## config.mk

```make
export PLATFORM = sky130hd
export DESIGN_NAME = mux_scan_ctrl
export DESIGN_NICKNAME = d
export VERILOG_FILES = /design/src/rtl/mux_scan_pkg.sv /design/src/rtl/scan_settle_cnt.sv /design/src/rtl/mux_scan_ctrl.sv
export SDC_FILE = /design/constraint.sdc
export NUM_CORES = 1
export LEC_CHECK = 0
export ABC_CLOCK_PERIOD_IN_PS = 1600
export CAP_MARGIN = 10
export CORE_MARGIN = 4
export CORE_UTILIZATION = 45
export CTS_CLUSTER_SIZE = 8
export DETAILED_ROUTE_END_ITERATION = 6
export PLACE_DENSITY = 0.8
export SYNTH_ARGS = -nofsm -noshare
export SYNTH_HDL_FRONTEND = slang
export SYNTH_SLANG_ARGS = --single-unit
```

## constraint.sdc

```tcl
create_clock -name clk -period 1.6 [get_ports clk]
set_input_delay 0.16 -clock clk [delete_from_list [all_inputs] [get_ports clk]]
set_output_delay 0.16 -clock clk [all_outputs]
set_load 0.05 [all_outputs]
```

## src/rtl/mux_scan_pkg.sv

```systemverilog
// Shared types and sizes for the mux scan controller.
// The state encoding is fixed so that debug probes on the state register read back consistently.
package mux_scan_pkg;

  localparam int N_CH  = 4;
  localparam int SEL_W = 2;
  localparam int CNT_W = 4;

  localparam logic [SEL_W-1:0] LAST_SEL = SEL_W'(N_CH - 1);

  typedef enum logic [1:0] {
    S_IDLE   = 2'd0,
    S_SETTLE = 2'd1,
    S_SAMPLE = 2'd2,
    S_DONE   = 2'd3
  } state_t;

  // Counter value seen on the last settle cycle for a given settle length.
  function automatic logic [CNT_W-1:0] settle_term(input int unsigned settle);
    return CNT_W'(settle - 1);
  endfunction

endpackage

```

## src/rtl/scan_settle_cnt.sv

```systemverilog
// Settle-time counter: clears on entry to a settle window, counts while enabled,
// and flags the final settle cycle.
module scan_settle_cnt
  import mux_scan_pkg::*;
#(
  parameter int unsigned SETTLE = 3
) (
  input  logic clk,
  input  logic rst_n,
  input  logic clr,
  input  logic en,
  output logic term
);

  localparam logic [CNT_W-1:0] TERM_CNT = settle_term(SETTLE);

  logic [CNT_W-1:0] cnt_q;
  logic [CNT_W-1:0] cnt_d;

  always_comb begin
    cnt_d = cnt_q;
    if (clr) begin
      cnt_d = '0;
    end else if (en) begin
      cnt_d = cnt_q + 1'b1;
    end
  end

  always_ff @(posedge clk) begin
    if (!rst_n) begin
      cnt_q <= '0;
    end else begin
      cnt_q <= cnt_d;
    end
  end

  assign term = (cnt_q == TERM_CNT);

endmodule

```

## src/rtl/mux_scan_ctrl.sv

```systemverilog
// Walks the select lines of a downstream 4-to-1 mux, waits SETTLE cycles per channel,
// and captures the mux output into a 4-bit result vector.
module mux_scan_ctrl
  import mux_scan_pkg::*;
#(
  parameter int unsigned SETTLE = 3
) (
  input  logic            clk,
  input  logic            rst_n,
  input  logic            start,
  input  logic            cont,
  input  logic            f,
  output logic            s1,
  output logic            s0,
  output logic            busy,
  output logic            done,
  output logic [N_CH-1:0] result
);

  state_t           state_q;
  state_t           state_d;
  logic [SEL_W-1:0] sel_q;
  logic [SEL_W-1:0] sel_d;
  logic [N_CH-1:0]  result_q;
  logic [N_CH-1:0]  result_d;
  logic [N_CH-1:0]  ch_hit;
  logic             cnt_clr;
  logic             cnt_en;
  logic             cnt_term;
  logic             sample_en;
  logic             result_clr;

  scan_settle_cnt #(
    .SETTLE(SETTLE)
  ) u_settle_cnt (
    .clk  (clk),
    .rst_n(rst_n),
    .clr  (cnt_clr),
    .en   (cnt_en),
    .term (cnt_term)
  );

  always_comb begin
    state_d    = state_q;
    sel_d      = sel_q;
    cnt_clr    = 1'b0;
    cnt_en     = 1'b0;
    sample_en  = 1'b0;
    result_clr = 1'b0;
    case (state_q)
      S_IDLE: begin
        if (start) begin
          state_d    = S_SETTLE;
          sel_d      = '0;
          cnt_clr    = 1'b1;
          result_clr = 1'b1;
        end
      end
      S_SETTLE: begin
        cnt_en = 1'b1;
        if (cnt_term) begin
          state_d = S_SAMPLE;
        end
      end
      S_SAMPLE: begin
        sample_en = 1'b1;
        if (sel_q == LAST_SEL) begin
          state_d = S_DONE;
        end else begin
          state_d = S_SETTLE;
          sel_d   = sel_q + 1'b1;
          cnt_clr = 1'b1;
        end
      end
      S_DONE: begin
        // Continuous mode restarts directly; the old result stays visible through the done cycle.
        if (cont) begin
          state_d    = S_SETTLE;
          sel_d      = '0;
          cnt_clr    = 1'b1;
          result_clr = 1'b1;
        end else begin
          state_d = S_IDLE;
        end
      end
      default: begin
        state_d = S_IDLE;
      end
    endcase
  end

  for (genvar gi = 0; gi < N_CH; gi++) begin : g_result
    assign ch_hit[gi]   = sample_en && (sel_q == SEL_W'(gi));
    assign result_d[gi] = result_clr ? 1'b0 : (ch_hit[gi] ? f : result_q[gi]);
  end

  always_ff @(posedge clk) begin
    if (!rst_n) begin
      state_q  <= S_IDLE;
      sel_q    <= '0;
      result_q <= '0;
    end else begin
      state_q  <= state_d;
      sel_q    <= sel_d;
      result_q <= result_d;
    end
  end

  assign s1     = sel_q[1];
  assign s0     = sel_q[0];
  assign busy   = (state_q != S_IDLE);
  assign done   = (state_q == S_DONE);
  assign result = result_q;

endmodule

```

==> flow_summary_export.csv <==
group,metric,value,unit
drt,drt-total-wl,1470,microns
cts,insertion_delay,0.28,ns
drt,viasPerCell,5.36,
logic_synthesis,syn_nets,100,
logic_synthesis,synth_common_cells,"dfxtp_1, ha_1, nand2_1, inv_1, a21oi_1",
drt,drc,0,
cts,max-clock-path-buffers,2,
floorplan,rows,14,
cts,numCtsBuffers,3,
timing,tns,0,ns
status,status,"finished, final reports clean",
floorplan,die_y,48.0,microns
drt,ant_nets,0,
global_route,grt_usage,0.155,
placement,port_buffers,12,
logic_synthesis,syn_inst,84,
drt,first_pass_iters,4,
logic_synthesis,synth_largest_area_cell,"dfxtp_1",
min_path,min_path_type,"reg -> reg",
setup_path,reg2reg_slack,0.08,ns
logic_synthesis,ys.warnings.count,0,
floorplan,dieArea,2300,sq um
global_route,antenna_found_initial,0,
timing,tightest_slew,0.439,ns
power,irDropWorstVdd,0.953,mV
global_route,grt_pass1_vias,599,
floorplan,initial_core_util,0.478,
setup_path,end_kind,"flop",
cts,tritoncts,"built",
timing,final-setup-viol-count,0,
timing,skew,0.00343,ns
timing,maxSlewHeadroom,0.704,
cts,cts_setup_buffers,0,
power,leakage,0.417,nW
timing,whs,0.456,ns
timing,fin_crit_sh,0.951,
floorplan,die_w,48.0,microns
placement,hpwlAfterDp,1080,microns
setup_path,reg2reg_from,"state_q[0]",
global_route,grt_pass1_wl,2460,microns
power,powerDensity,1430,nW/um^2
placement,gp_congestion,0.830,
setup_path,worstPathRequired,1.83,ns
global_route,grt_overflow,0,
logic_synthesis,synthFlopType,"dfxtp_1",
drt,wl_per_cell,12.2,microns
cts,htreeDepth,1,
job,maxCapViolCount,0,
finish,stdcell_count,120,
floorplan,ioPinCount,13,
finish,synthToLayoutAreaGrowth,36.2,%
cts,cts.sinks,12,
min_path,holdPathEnd,"result[2]",
logic_synthesis,ys_ff_latch,12,
logic_synthesis,ys_types,28,
logic_synthesis,syn-cell-area,719,sq um
timing,hold_violations,0,
finish,nets,121,
drt,first_iter_violations,24,
logic_synthesis,syn_avg_cell_area,8.56,sq um
placement,placed_cells,116,
setup_path,ff2ff_path_depth,7,
drt,dr_total_vias,643,
drt,routed-wl-met3,121,microns
setup_path,setup.worst_path.class,"reg -> reg",
drt,met2_length,654,microns
floorplan,core_area,1510,sq um
timing,drv_slew,0,
setup_path,r2r-end,"sel_q[1]",
timing,max_clock_freq,0.657,GHz
timing,period_minus_slack,1.52,ns
logic_synthesis,yosysSeqAreaShare,0.334,
global_route,grt_max_degree,10,
cts,clock-root-buffer,"clkbuf_4",
logic_synthesis,synth_top_area_share,0.334,
min_path,min_from,"result[2]",
finish,antennaDiodeCount,0,
drt,top_layer,"met4",
setup_path,arrival,1.75,ns
timing,rsz0062_at_grt,"yes",
cts,clk_pin_slew,0.08,ns
logic_synthesis,async_flop_share,0,
finish,drive_above_1_share,0.298,
logic_synthesis,synth-edff-count,0,
drt,met1_length,660,microns
logic_synthesis,synthMostInstantiatedCell,"dfxtp_1",
logic_synthesis,synthTopCellsByArea,"dfxtp_1, ha_1, a21oi_1",
setup_path,worst-path-max-fanout,4,
min_path,min_path_cells,2,
setup_path,start_kind,"flop",
## worst max-delay path, stage by stage, from the launching register on
cell	delay, ns
dfxtp_2	0.33
buf_4	0.15
ha_4	0.16
buf_4	0.14
nand2b_1	0.07
nand4b_1	0.19
mux2_4	0.36
nor2_2	0.07
## how the worst max path moves through the flow
stage               startpoint               endpoint
finish              state_q[0]               sel_q[1]
global route        state_q[0]  u_settle_cnt.cnt_q[2]
CTS                 state_q[1]               sel_q[1]
detailed placement  state_q[1]  u_settle_cnt.cnt_q[2]
global placement    state_q[1]  u_settle_cnt.cnt_q[2]
floorplan             sel_q[1]               sel_q[1]
## cells by family (layout without fill, tap and decap cells)
family	count (synthesis)	in the layout	share of synthesized area
and+or+nand+nor	29	29	0.210
AOI/OAI and AO/OA	19	19	0.169
DFF	12	12	0.334
adders and majority gates	11	11	0.191
buffers and inverters	10	30	0.0539
muxes	2	2	0.0296
xor gates and xnor gates	1	1	0.0122
## registers in the layout, summed over array words and instances, names as in the netlist
signal	cells
result	4
sel_q	2
state_q	2
u_settle_cnt.cnt_q	4
## what timing repair did
action | CTS | global route
gates cloned | 0 | 0
pin swaps | 0 | 3
resized for setup | 4 | 10
endpoints found under the setup margin | 2 | 6
hold buffers | 0 | 0
## cells in the final DEF, fill, tap and decap left out, drive strengths merged
cell type / Yosys / routed
a21boi: 2 / 2
a21oi: 7 / 7
a22oi: 1 / 1
a311oi: 1 / 1
a31oi: 1 / 1
buf: 1 / 14
clkbuf: 1 / 4
clkdlybuf4s50: 0 / 4
dfxtp: 12 / 12
ha: 11 / 11
inv: 8 / 8
mux2: 1 / 1
mux2i: 1 / 1
nand2: 9 / 9
nand2b: 2 / 2
nand3: 6 / 6
nand3b: 1 / 1
nand4b: 1 / 1
nor2: 3 / 3
nor2b: 2 / 2
nor3: 2 / 2
nor3b: 1 / 1
o211a: 1 / 1
o21a: 2 / 2
o21ai: 4 / 4
or2b: 1 / 1
or3b: 1 / 1
xnor2: 1 / 1
## power by group
part           leakage, nW  switching (mW)  internal, mW  total, mW
Clock               0.0210           0.108         0.139      0.246
Sequential          0.0993          0.0388         0.349      0.388
Combinational        0.297           0.423         0.349      0.772
## metrics by stage
| stage | power, mW | instance area [sq um] | setup WS [ns] | utilization |
|---|---|---|---|---|
| 6_report | 1.41 | 980 | 0.0786 | 0.650 |
| 5_1_grt | 1.51 | 980 | -0.00947 | 0.650 |
| 4_1_cts | 1.35 | 943 | 0.0228 | 0.626 |
| 3_5_place_dp | 1.09 | 905 | -0.0340 | 0.600 |
| 3_3_place_gp | 1.07 | 905 | 0.00692 | 0.600 |
| 2_1_floorplan | 0.815 | 723 | 0.0144 | - |
## area by class of cell
type / instances / area (sq um)
Inverter: 8 / 30.0
Sequential cell: 12 / 248
Multi-Input combinational cell: 62 / 475
Fill cell: 118 / 527
Timing Repair Buffer: 18 / 170
Tap cell: 16 / 20.0
Clock buffer: 4 / 36.3
## per-layer routing
metal  GRT usage  vias to the layer above
met5           0                        -
met4      0.0860                        0
met3      0.0526                        4
met2       0.237                       27
met1       0.188                      284
li1            -                      328
(Power assumes the default switching activity.)
